## src/rtl/gx4000_pkg.sv

```systemverilog
// Shared constants for the Plus-ASIC unlock path: ACID byte sequence, matcher states, RMR2 fields.
package gx4000_pkg;

  typedef enum logic [1:0] {SYNC_NZ, SYNC_Z, MATCH, KEY} acid_fsm_t;

  localparam logic [2:0] RMR2_TAG = 3'b101;
  localparam logic [1:0] PAGE_LOC = 2'b11;

  // Entries 0..16 are the real ACID sequence; the tail only matters for longer SEQ_LEN builds.
  localparam logic [7:0] ACID_SEQ [0:31] = '{
    8'hFF, 8'h00, 8'hFF, 8'h77, 8'hB3, 8'h51, 8'hA8, 8'hD4,
    8'h62, 8'h39, 8'h9C, 8'h46, 8'h2B, 8'h15, 8'h8A, 8'hCD,
    8'hEE, 8'h5A, 8'hA5, 8'h3C, 8'hC3, 8'h96, 8'h69, 8'h1E,
    8'hE1, 8'h4B, 8'hB4, 8'h2D, 8'hD2, 8'h87, 8'h78, 8'hF0
  };

endpackage

```

## src/rtl/gx4000_unlock_matcher.sv

```systemverilog
// Write-edge detect and ACID sequence matcher; state and unlock flag update the cycle after a CRTC write event.
// No backpressure: it passively snoops the I/O bus and never stalls the CPU.
module gx4000_unlock_matcher
  import gx4000_pkg::*;
#(
  parameter int         SEQ_LEN      = 17,
  parameter logic [7:0] CRTC_HI      = 8'hBC,
  parameter logic [7:0] UNLOCK_KEY   = 8'hEE,
  parameter bit         ALLOW_RELOCK = 1'b1
) (
  input  logic       clk_sys,
  input  logic       reset,
  input  logic       plus_mode,
  input  logic [7:0] cpu_addr_hi,
  input  logic [7:0] cpu_dout,
  input  logic       io_wr,
  output logic       wr_evt,
  output logic       asic_unlocked,
  output logic       unlock_pulse,
  output logic [4:0] seq_index
);

  localparam int IDX_W = $clog2(SEQ_LEN) + 1;
  localparam logic [IDX_W-1:0] LAST_MATCH = IDX_W'(SEQ_LEN - 3);
  // With three or fewer bytes the sync pair is followed directly by the key.
  localparam acid_fsm_t AFTER_SYNC = (SEQ_LEN <= 3) ? KEY : MATCH;

  acid_fsm_t        state;
  logic [IDX_W-1:0] idx;
  logic             io_wr_q;
  logic             prev_nz;
  logic             crtc_evt;
  logic             byte_nz;
  logic [4:0]       exp_pos;

  assign wr_evt    = io_wr & ~io_wr_q;
  assign crtc_evt  = wr_evt && (cpu_addr_hi == CRTC_HI);
  assign byte_nz   = (cpu_dout != 8'h00);
  assign exp_pos   = 5'(idx) + 5'd1;
  assign seq_index = 5'(idx);

  always_ff @(posedge clk_sys or posedge reset) begin
    if (reset) begin
      io_wr_q       <= 1'b0;
      state         <= SYNC_NZ;
      idx           <= '0;
      prev_nz       <= 1'b0;
      asic_unlocked <= 1'b0;
      unlock_pulse  <= 1'b0;
    end else begin
      io_wr_q      <= io_wr;
      unlock_pulse <= 1'b0;
      if (!plus_mode) begin
        state         <= SYNC_NZ;
        idx           <= '0;
        prev_nz       <= 1'b0;
        asic_unlocked <= 1'b0;
      end else if (crtc_evt) begin
        prev_nz <= byte_nz;
        case (state)
          SYNC_NZ: if (byte_nz) state <= SYNC_Z;
          SYNC_Z: begin
            if (!byte_nz) begin
              state <= AFTER_SYNC;
              idx   <= IDX_W'(1);
            end
          end
          MATCH: begin
            if (cpu_dout == ACID_SEQ[exp_pos]) begin
              idx <= idx + 1'b1;
              if (idx == LAST_MATCH) state <= KEY;
            end else if (byte_nz) begin
              state <= SYNC_Z;
              idx   <= '0;
            end else if (prev_nz) begin
              // A zero after a non-zero byte is itself a valid sync pair.
              idx <= IDX_W'(1);
            end else begin
              state <= SYNC_NZ;
              idx   <= '0;
            end
          end
          KEY: begin
            state <= SYNC_NZ;
            idx   <= '0;
            if (cpu_dout == UNLOCK_KEY) begin
              asic_unlocked <= 1'b1;
              unlock_pulse  <= ~asic_unlocked;
            end else if (ALLOW_RELOCK) begin
              asic_unlocked <= 1'b0;
            end
          end
          default: begin
            state <= SYNC_NZ;
            idx   <= '0;
          end
        endcase
      end
    end
  end

endmodule

```

## src/rtl/gx4000_asic_unlock_ctrl.sv

```systemverilog
// Plus-ASIC lock/unlock controller: sequence matcher plus unlock-gated RMR2 latch; outputs update one cycle after a write event.
// No backpressure: pure bus snooper, every write strobe is observed exactly once.
module gx4000_asic_unlock_ctrl
  import gx4000_pkg::*;
#(
  parameter int         SEQ_LEN      = 17,
  parameter logic [7:0] CRTC_HI      = 8'hBC,
  parameter logic [7:0] GA_HI        = 8'h7F,
  parameter logic [7:0] UNLOCK_KEY   = 8'hEE,
  parameter bit         ALLOW_RELOCK = 1'b1
) (
  input  logic        clk_sys,
  input  logic        reset,
  input  logic        plus_mode,
  input  logic [15:0] cpu_addr,
  input  logic [7:0]  cpu_dout,
  input  logic        io_wr,
  output logic        asic_unlocked,
  output logic        asic_page_en,
  output logic [2:0]  rmr2_rom_sel,
  output logic [1:0]  rmr2_loc,
  output logic        unlock_pulse,
  output logic [4:0]  seq_index
);

  logic wr_evt;
  logic rmr2_hit;
  logic unused_addr_lo;

  assign unused_addr_lo = ^cpu_addr[7:0];

  gx4000_unlock_matcher #(
    .SEQ_LEN      (SEQ_LEN),
    .CRTC_HI      (CRTC_HI),
    .UNLOCK_KEY   (UNLOCK_KEY),
    .ALLOW_RELOCK (ALLOW_RELOCK)
  ) u_matcher (
    .clk_sys       (clk_sys),
    .reset         (reset),
    .plus_mode     (plus_mode),
    .cpu_addr_hi   (cpu_addr[15:8]),
    .cpu_dout      (cpu_dout),
    .io_wr         (io_wr),
    .wr_evt        (wr_evt),
    .asic_unlocked (asic_unlocked),
    .unlock_pulse  (unlock_pulse),
    .seq_index     (seq_index)
  );

  assign rmr2_hit = wr_evt && (cpu_addr[15:8] == GA_HI) && (cpu_dout[7:5] == RMR2_TAG);

  // RMR2 fields survive a relock; only reset or leaving Plus mode clears them.
  always_ff @(posedge clk_sys or posedge reset) begin
    if (reset) begin
      rmr2_loc     <= 2'b00;
      rmr2_rom_sel <= 3'b000;
    end else if (!plus_mode) begin
      rmr2_loc     <= 2'b00;
      rmr2_rom_sel <= 3'b000;
    end else if (rmr2_hit && asic_unlocked) begin
      rmr2_loc     <= cpu_dout[4:3];
      rmr2_rom_sel <= cpu_dout[2:0];
    end
  end

  assign asic_page_en = asic_unlocked && (rmr2_loc == PAGE_LOC);

endmodule
```

## config.mk

```make
export PLATFORM = sky130hd
export DESIGN_NAME = gx4000_asic_unlock_ctrl
export DESIGN_NICKNAME = d
export VERILOG_FILES = /design/src/rtl/gx4000_pkg.sv /design/src/rtl/gx4000_unlock_matcher.sv /design/src/rtl/gx4000_asic_unlock_ctrl.sv
export SDC_FILE = /design/constraint.sdc
export NUM_CORES = 1
export LEC_CHECK = 0
export ABC_CLOCK_PERIOD_IN_PS = 3800
export BUFFER_PORTS_ARGS = -buffer_cell sky130_fd_sc_hd__buf_2
export CAP_MARGIN = 20
export CORE_MARGIN = 5
export CORE_UTILIZATION = 59
export CTS_BUF_LIST = sky130_fd_sc_hd__clkbuf_4
export DETAILED_ROUTE_END_ITERATION = 6
export PLACE_DENSITY = 0.79
export SLEW_MARGIN = 20
export SYNTH_ARGS = -nofsm -noshare
export SYNTH_HDL_FRONTEND = slang
export SYNTH_SLANG_ARGS = --single-unit
```

## constraint.sdc

```tcl
create_clock -name clk_sys -period 3.8 [get_ports clk_sys]
set_input_delay 0.76 -clock clk_sys [delete_from_list [all_inputs] [get_ports clk_sys]]
set_output_delay 0.76 -clock clk_sys [all_outputs]
set_load 0.01 [all_outputs]
```

## Word-level counts from Yosys, hierarchy flattened

Memory sizes are Yosys's and may differ from the RTL's.
Cells that the tools add are included.

- Register bits: 17
- Memory bits (read-only): 256
- Bits of input ports: 28
- Memories kept: 1

Memory list:

| name | depth | width | read ports | clocked after Yosys merged registers in | write ports | RTL line | RTL |
|---|---|---|---|---|---|---|---|
| (name not given) | 32 | 8 | 1 | 0 | 0 | gx4000_unlock_matcher.sv:69 | `if (cpu_dout == ACID_SEQ[exp_pos]) begin` |

- Add/subtract/negate cells: 2
- Magnitude comparators: 1
- Equal/unequal tests: 18
- Multiplexer cells: 32
- Bitwise gates (word level): 4
- Reduce and logical (&&, ||, !) cells: 10

Operator list:

| operator | count |
|---|---|
| 6-bit two-way mux | 5 |
| 2-bit two-way mux | 10 |
| 6-bit one-hot mux with 3 select lines | 1 |
| 8-bit equality test, second input constant | 2 |
| 8-bit two-way mux | 2 |
| 1-bit two-way mux | 11 |
| 8-bit by 7-bit equality test with 1-bit output, second input constant | 1 |
| 8-bit equality test | 1 |
| 2-bit one-hot mux with 4 select lines | 1 |
| 8-bit nonzero test | 1 |
| 6-bit by 1-bit adder with 6-bit output, second input constant | 1 |
| 2-bit equality test, second input constant | 3 |
| 6-bit by 4-bit equality test with 1-bit output, second input constant | 1 |
| 6-bit >= comparator, second input constant | 1 |
| 3-bit two-way mux | 2 |
| 2-bit by 1-bit != test with 1-bit output, second input constant | 3 |
| 5-bit inverter with 6-bit output | 1 |
| 5-bit by 1-bit adder with 5-bit output, second input constant | 1 |
| 1-bit logical AND | 5 |
| 5-bit != test, second input constant | 1 |
| 5-bit AND reduction | 1 |
| 4-bit by 1-bit != test with 1-bit output, second input constant | 1 |
| 4-bit != test, second input constant | 1 |
| 3-bit equality test, second input constant | 1 |
| 8 further kinds | 9 |

## Depth between registers and ports, before layout

Gate-level depths: netlist (run 1).

- Depth in word-level cells: 10
- Gate-level depth with buffers: 14
- Depth with buffers taken out: 11

## By module

A second synthesis (run 1) with hierarchy kept.

- Cells, all modules: 384
- Area total of the unflattened synthesis: 2,856.5 um^2

Modules (own cells, without submodules):

| module | times used | cells an instance | area an instance (um^2) |
|---|---|---|---|
| gx4000_unlock_matcher | 1 | 356 | 2,555.0 |
| gx4000_asic_unlock_ctrl | 1 | 28 | 301.5 |

## Worst setup path before layout (run 1)

No wires, ideal clock.

- Path kind: register to register
- From: register u_matcher.idx[0]
- To: register u_matcher.state[0]
- Arrival: 3,210 ps
- Path slack: 459 ps
- Stages on the path, launching flop included: 15
- Buffers on the path: 3
- Period minus slack after synthesis: 3,341 ps
- Cell sequence: dfrtp_1 buf_2 buf_4 inv_1 ha_1 clkbuf_1 mux2i_1 o32ai_1 or4_1 o22ai_1 xnor2_1 o211ai_1 nor3b_4 mux2i_1 o22ai_1

- Longest elaborated chain between the ends: 10
- Elaborated cells between the ends (all ways): 14
- Those cells by class: 1 x add/sub; 4 x eq/ne; 6 x mux; 1 x bitwise; 1 x reduce/logical; 1 x memory

Ends and longest elaborated chain:

| item | RTL line | RTL |
|---|---|---|
| start, declared | gx4000_unlock_matcher.sv:29 | `logic [IDX_W-1:0] idx;` |
| start signal, assigned | gx4000_unlock_matcher.sv:70 | `idx <= idx + 1'b1;` |
| 5-bit by 1-bit adder with 5-bit output | gx4000_unlock_matcher.sv:39 | `assign exp_pos = 5'(idx) + 5'd1;` |
| 5-bit inverter with 6-bit output (not written as such) | gx4000_unlock_matcher.sv:69 |  |
| memory read 32 x 8 bit | n/a |  |
| 8-bit two-way mux (not written as such) (2 in a row) | gx4000_unlock_matcher.sv:69 |  |
| 8-bit equality test | gx4000_unlock_matcher.sv:69 |  |
| 2-bit two-way mux | gx4000_unlock_matcher.sv:69 |  |
| 2-bit one-hot mux with 4 select lines | gx4000_unlock_matcher.sv:60 | `case (state)` |
| 2-bit two-way mux | gx4000_unlock_matcher.sv:58 | `end else if (crtc_evt) begin` |
| 2-bit two-way mux | gx4000_unlock_matcher.sv:53 | `if (!plus_mode) begin` |
| end signal, assigned | gx4000_unlock_matcher.sv:54 | `state <= SYNC_NZ;` |
| end signal, assigned | gx4000_unlock_matcher.sv:61 | `SYNC_NZ: if (byte_nz) state <= SYNC_Z;` |
| end signal, assigned | gx4000_unlock_matcher.sv:71 | `if (idx == LAST_MATCH) state <= KEY;` |
| end, declared | gx4000_unlock_matcher.sv:28 | `acid_fsm_t state;` |

Parallel ways exist; a longest one is shown, timed or not. The select of a mux whose other input is x is not followed.
A chain may end at the register's enable or synchronous reset.

## Final worst setup path (run 1)

Same ends and word-level chain as after synthesis.

==> impl_metrics.tcl, run 1 <==
set metrics [dict create \
    fin_crit_ps 3400 \
    antennaDiodeCount 0 \
    wl_met1_um 2790 \
    synth_fp_nets 336 \
    dr_wl_met2_um 3120 \
    power.share.clock 0.250 \
    cp_max_fo 7 \
    cts_resized 0 \
    yosys.cell_types.count 75 \
    synth_top_area_frac 0.173 \
    hp-class "reg2reg" \
    grt_overflow_total 0 \
    leakage_nw 1.03 \
    antenna_found_initial 0 \
    design.die.area_sq_um 5570 \
    status "complete, no violations" \
    grtUsageTotal 0.241 \
    timing.rr.start "u_matcher.idx[0]$_DFFE_PP0P_" \
    dr.pass1.iters 7 \
    port_buffers 32 \
    cts_root_buf "clkbuf_4" \
    synthCells 300 \
    placed_area_sq_um 2570 \
    cts.sinks 17 \
    io_pins 41 \
    max_freq_mhz 294 \
    ys_warn_count 0 \
    wl_met3_um 427 \
    cts-buffers-inserted 3 \
    drc_errors 0 \
    cp-end-kind "flop" \
    dr.max_layer_used "met4" \
    critPathLaunch "u_matcher.idx[0]$_DFFE_PP0P_" \
    layout_setup_ws_ps 401 \
    die_h_um 74.6 \
    worst-slew-pin-transition_ps 709 \
    worstPathRequired_ps 3970 \
    ys.flop_type "dfrtp_1" \
    grt_max_degree 35 \
    hold_viol 0 \
    yosysMostFrequentCell "nand2_1" \
    tritoncts "done" \
    antenna_left 0 \
    seq_power_share 0.462 \
    grt_pass1_wl_um 10700 \
    post_cts_buffers 0 \
    synthTopCellsByCount "nand2_1, dfrtp_1, o21ai_0" \
    yosysTopAreaCell "dfrtp_1" \
    slew_headroom 0.525 \
    switching_share 0.328 \
    dp_hpwl_um 4890 \
    hp-start "u_matcher.asic_unlocked$_DFFE_PP0P_" \
    insertion_delay_ps 290 \
    startpoint_type "flop" \
    vdd_ir_drop_max_uv 154 \
    rsz0062_at_grt "false" \
    drive_gt1_frac 0.229 \
    arrival_ps 3570 \
    gp_congestion 0.898 \
    cts_buffer_depth 2 \
    power.net_switching_w 0.000133 \
    crit_type "reg2reg" \
    combPwrFrac 0.288 \
    die_w_um 74.6 \
    synth.area.top_cells "dfrtp_1, mux2i_1, nand2_1" \
    drv_cap 0 \
    final_util 0.648 \
    ys_seq_area_frac 0.173 \
    synth-edff-count 0 \
    initial_core_util 0.612 \
    powerDensity_nw_per_um2 155 \
    placementRows 23 \
    dp_cells 365 \
    ys_ff_latch 17 \
    routed_wl_um 6420 \
    core_area_sq_um 4030 \
    netlist_area_sq_um 2460 \
    vias 2396 \
    setup_violations 0 \
    finalSetupTns_ps 0 \
    skew_ps 1.33 \
    clkTransAtPathRegs_ps 110 \
    final_cells 369 \
    hold_buffers 0 \
    drtIter0Drc 259 \
    finalNetCount 356 \
    stdcell_area_sq_um 2610 \
    synth.avg_cell_area_sq_um 8.22 \
    power.internal_w 0.000272 \
    slew_viol_final 0 \
    dp_slack_ps 427 \
    min_period_over_period 0.895 \
    drt-wirelength-per-cell_um 17.4 \
    area_growth_pct 5.94 \
    async_reset_ff_frac 1.00 \
    viasPerCell 6.49 \
    htreeDepth 1 \
    grt_pass1_vias 2193 \
]
## per-layer routing
layer	vias to the layer above	track usage
met1	1138	0.352
met5	-	0
met2	97	0.391
met3	13	0.0334
li1	1148	-
met4	0	0.0336
## critical path: stages (launching register included)
cell      delay [ps]
dfrtp_1          460
inv_1             90
ha_1             380
buf_4            190
nor2b_1          140
a32o_1           270
a222oi_1         310
o22ai_1          150
xnor2_1          160
nor3b_1          350
nor3b_4          370
mux2i_1          290
o22ai_1          130
## final timing paths
kind / endpoint / slack, ps / cells past startpoint
setup / recovery: u_matcher.state[0]$_DFFE_PP0P_ / 400 / 12
min in group asynchronous: u_matcher.prev_nz$_DFFE_PP0P_ / 540 / 2
setup reg to reg: u_matcher.state[0]$_DFFE_PP0P_ / 400 / 12
hold / removal: u_matcher.unlock_pulse$_DFF_PP0_ / 530 / 1
max in group asynchronous: rmr2_rom_sel[1]$_DFFE_PP0P_ / 2840 / 2
hold reg to reg: u_matcher.unlock_pulse$_DFF_PP0_ / 530 / 1
## power by group through the flow
stage / registers, W / clock network [W] / logic [W]
3_3_place_gp: 0.000191 / 0 / 0.000113
4_1_cts: 0.000187 / 0.000106 / 0.000115
5_1_grt: 0.000188 / 0.000114 / 0.000128
3_5_place_dp: 0.000191 / 0 / 0.000115
2_1_floorplan: 0.000190 / 0 / 0.0000800
6_report: 0.000187 / 0.000101 / 0.000117
## cell usage in the layout, fill, tap and decap left out, drive strengths merged, types with 5 or more instances in the layout
cell type	Yosys	layout
a21oi	13	13
buf	25	45
dfrtp	17	17
ha	8	8
inv	10	10
mux2i	13	13
nand2	28	28
nand2b	11	11
nand3	10	10
nor2	13	13
nor2b	10	10
nor3	13	13
nor3b	5	5
o21ai	17	17
o22ai	6	6
xnor2	13	13
## flip-flops by register name (all words and copies together), names as in the netlist
register / count
u_matcher.prev_nz: 1
u_matcher.io_wr_q: 1
u_matcher.state: 2
u_matcher.idx: 6
u_matcher.asic_unlocked: 1
rmr2_loc: 2
rmr2_rom_sel: 3
u_matcher.unlock_pulse: 1
## cell families after synthesis
| group | count (synthesis) | synth area share |
|---|---|---|
| compound gates | 90 | 0.276 |
| buf+inv | 41 | 0.103 |
| mux | 15 | 0.0619 |
| xor+xnor | 16 | 0.0736 |
| simple gates | 113 | 0.273 |
| fa+ha+maj | 8 | 0.0406 |
| flops | 17 | 0.173 |
## area by class of cell
class | instances | area (sq um)
Timing Repair Buffer | 45 | 258
Multi-Input combinational cell | 242 | 1790
Clock buffer | 3 | 22.5
Inverter | 11 | 41.3
Fill cell | 357 | 1420
Clock inverter | 1 | 7.51
Sequential cell | 17 | 425
Tap cell | 50 | 62.6
## metrics by stage
step / hold WS (ps) / power, W
2_1_floorplan: 509 / 0.000270
3_3_place_gp: 494 / 0.000303
3_5_place_dp: 515 / 0.000305
4_1_cts: 544 / 0.000408
5_1_grt: 559 / 0.000430
6_report: 525 / 0.000405
(Power assumes the default switching activity.)
==> inputs of run 2 (changes only) <==
- CORE_MARGIN: 5 -> 2
- PLACE_DENSITY: 0.79 -> 0.89
==> impl_metrics.tcl, run 2 (synthesized netlist as in run 1, its figures left out) <==
set metrics [dict create \
    status "complete, no violations" \
    hp-class "reg2reg" \
    final_common_cell "buf_2" \
    min_to "u_matcher.unlock_pulse$_DFF_PP0_" \
    fin_crit_ps 3410 \
    skew_ps 11.8 \
    final_util 0.645 \
    max_flop_register "u_matcher.idx" \
    met3_usage 0.0406 \
    grt_pass1_vias 1990 \
    worst-slew-pin-transition_ps 766 \
    busiest_layer "met2" \
    crit_type "reg2reg" \
    htreeDepth 1 \
    viasPerCell 6.52 \
    grt_max_degree 41 \
    r2r_cells 12 \
    critical_path.max_stage_delay_ps 510 \
    insertion_delay_ps 300 \
    power.total_w 0.000401 \
    crit_chain "inv_1 -> ha_1 -> buf_4 -> or2_2 -> a21oi_1 -> nor3_1 -> o31a_1 -> o21ai_0 -> nor3b_1 -> nor3b_4 -> mux2i_1 -> o22ai_1" \
    critPathTopFamily "simple AND/OR/NAND/NOR gates" \
    port_buffers 32 \
    setup_violations 0 \
    max_freq_mhz 293 \
    cts_root_buf "clkbuf_4" \
    grt_use_met2 0.417 \
    vias 2381 \
    grt_overflow_total 0 \
    drive_gt1_frac 0.219 \
    tritoncts "done" \
    finalSetupTns_ps 0 \
    antenna_left 0 \
    final_cell_mix "buf_2, nand2_1, dfrtp_1" \
    io_pins 41 \
    slew_viol_final 0 \
    cts_resized 0 \
    crit_buf_inv 2 \
    largest_reg_flops 6 \
    powerDensity_nw_per_um2 155 \
    drc_errors 0 \
    cts_buffer_depth 2 \
    timing.rr.start "u_matcher.idx[0]$_DFFE_PP0P_" \
    dp_hpwl_um 4610 \
    drt-wirelength-per-cell_um 16.9 \
    finalNetCount 352 \
    hold_viol 0 \
    hold_path_depth 1 \
    drtIter0Drc 312 \
    min_period_over_period 0.898 \
    area_growth_pct 4.62 \
    die_h_um 68.6 \
    cts-buffers-inserted 3 \
    drv_cap 0 \
    crit_path_top_delay_cell "dfrtp_1" \
    dr.pass1.iters 5 \
    clkTransAtPathRegs_ps 110 \
    leakage_nw 1.02 \
    antennaDiodeCount 0 \
    cp-end-kind "flop" \
    worstPathRequired_ps 3980 \
    post_cts_buffers 0 \
    placementRows 23 \
    hold_buffers 0 \
    rsz0062_at_grt "false" \
    startpoint_type "flop" \
    fillers 322 \
    antenna_found_initial 0 \
    slew_headroom 0.488 \
    routed_wl_um 6160 \
    use_met1 0.413 \
    initial_core_util 0.616 \
    reg_top3 "u_matcher.idx: 6 flops, rmr2_rom_sel: 3 flops" \
    grtUsageTotal 0.277 \
    grt_pass1_wl_um 9900 \
    cts.sinks 17 \
    vdd_ir_drop_max_uv 135 \
    design.die.area_sq_um 4710 \
    hp-start "u_matcher.asic_unlocked$_DFFE_PP0P_" \
    arrival_ps 3600 \
    gp_congestion 0.941 \
    cp_max_fo 8 \
    core_area_sq_um 4000 \
    r2r-end "u_matcher.state[0]$_DFFE_PP0P_" \
    reg2reg_setup_slack_ps 390 \
    die_w_um 68.6 \
]
[run 2: cell type report]
class                           count  area, sq um  area share
Timing Repair Buffer               41          228      0.0883
Multi-Input combinational cell    242         1790       0.696
Clock inverter                      1         5.00     0.00194
Sequential cell                    17          425       0.165
Tap cell                           50         62.6      0.0243
Inverter                           11         41.3      0.0160
Clock buffer                        3         22.5     0.00873
[run 2: where the power goes]
group | internal (W) | switching (W) | total (W)
clock | 0.0000392 | 0.0000593 | 0.0000985
sequential | 0.000183 | 0.00000431 | 0.000188
combinational | 0.0000476 | 0.0000670 | 0.000115
total | 0.000270 | 0.000131 | 0.000401
[run 2: worst max path at each step]
stage	depth (start not counted)	slack, ps	startpoint	end
after floorplan	14	460	u_matcher.idx[0]$_DFFE_PP0P_	u_matcher.state[0]$_DFFE_PP0P_
after global placement	10	450	u_matcher.idx[0]$_DFFE_PP0P_	u_matcher.state[0]$_DFFE_PP0P_
after detailed placement	10	380	u_matcher.idx[0]$_DFFE_PP0P_	u_matcher.state[0]$_DFFE_PP0P_
after CTS	10	390	u_matcher.idx[0]$_DFFE_PP0P_	u_matcher.idx[2]$_DFFE_PP0P_
after global routing	12	130	u_matcher.idx[0]$_DFFE_PP0P_	u_matcher.state[0]$_DFFE_PP0P_
final	12	390	u_matcher.idx[0]$_DFFE_PP0P_	u_matcher.state[0]$_DFFE_PP0P_
[run 2: through the flow]
stage | std cells | hold slack [ps] | area, sq um | worst slack, ps
2_1_floorplan | 300 | 509 | 2460 | 459
3_3_place_gp | 361 | 492 | 2540 | 447
3_5_place_dp | 361 | 500 | 2540 | 385
4_1_cts | 365 | 516 | 2570 | 387
5_1_grt | 365 | 547 | 2580 | 135
6_report | 365 | 517 | 2580 | 386
[run 2: metal layers]
metal | share of wire | routed length [um] | up-vias
met5 | 0 | 0 | -
met4 | 0.017 | 105 | 0
met3 | 0.065 | 403 | 12
met2 | 0.48 | 2960 | 93
met1 | 0.44 | 2690 | 1138
li1 | - | - | 1138
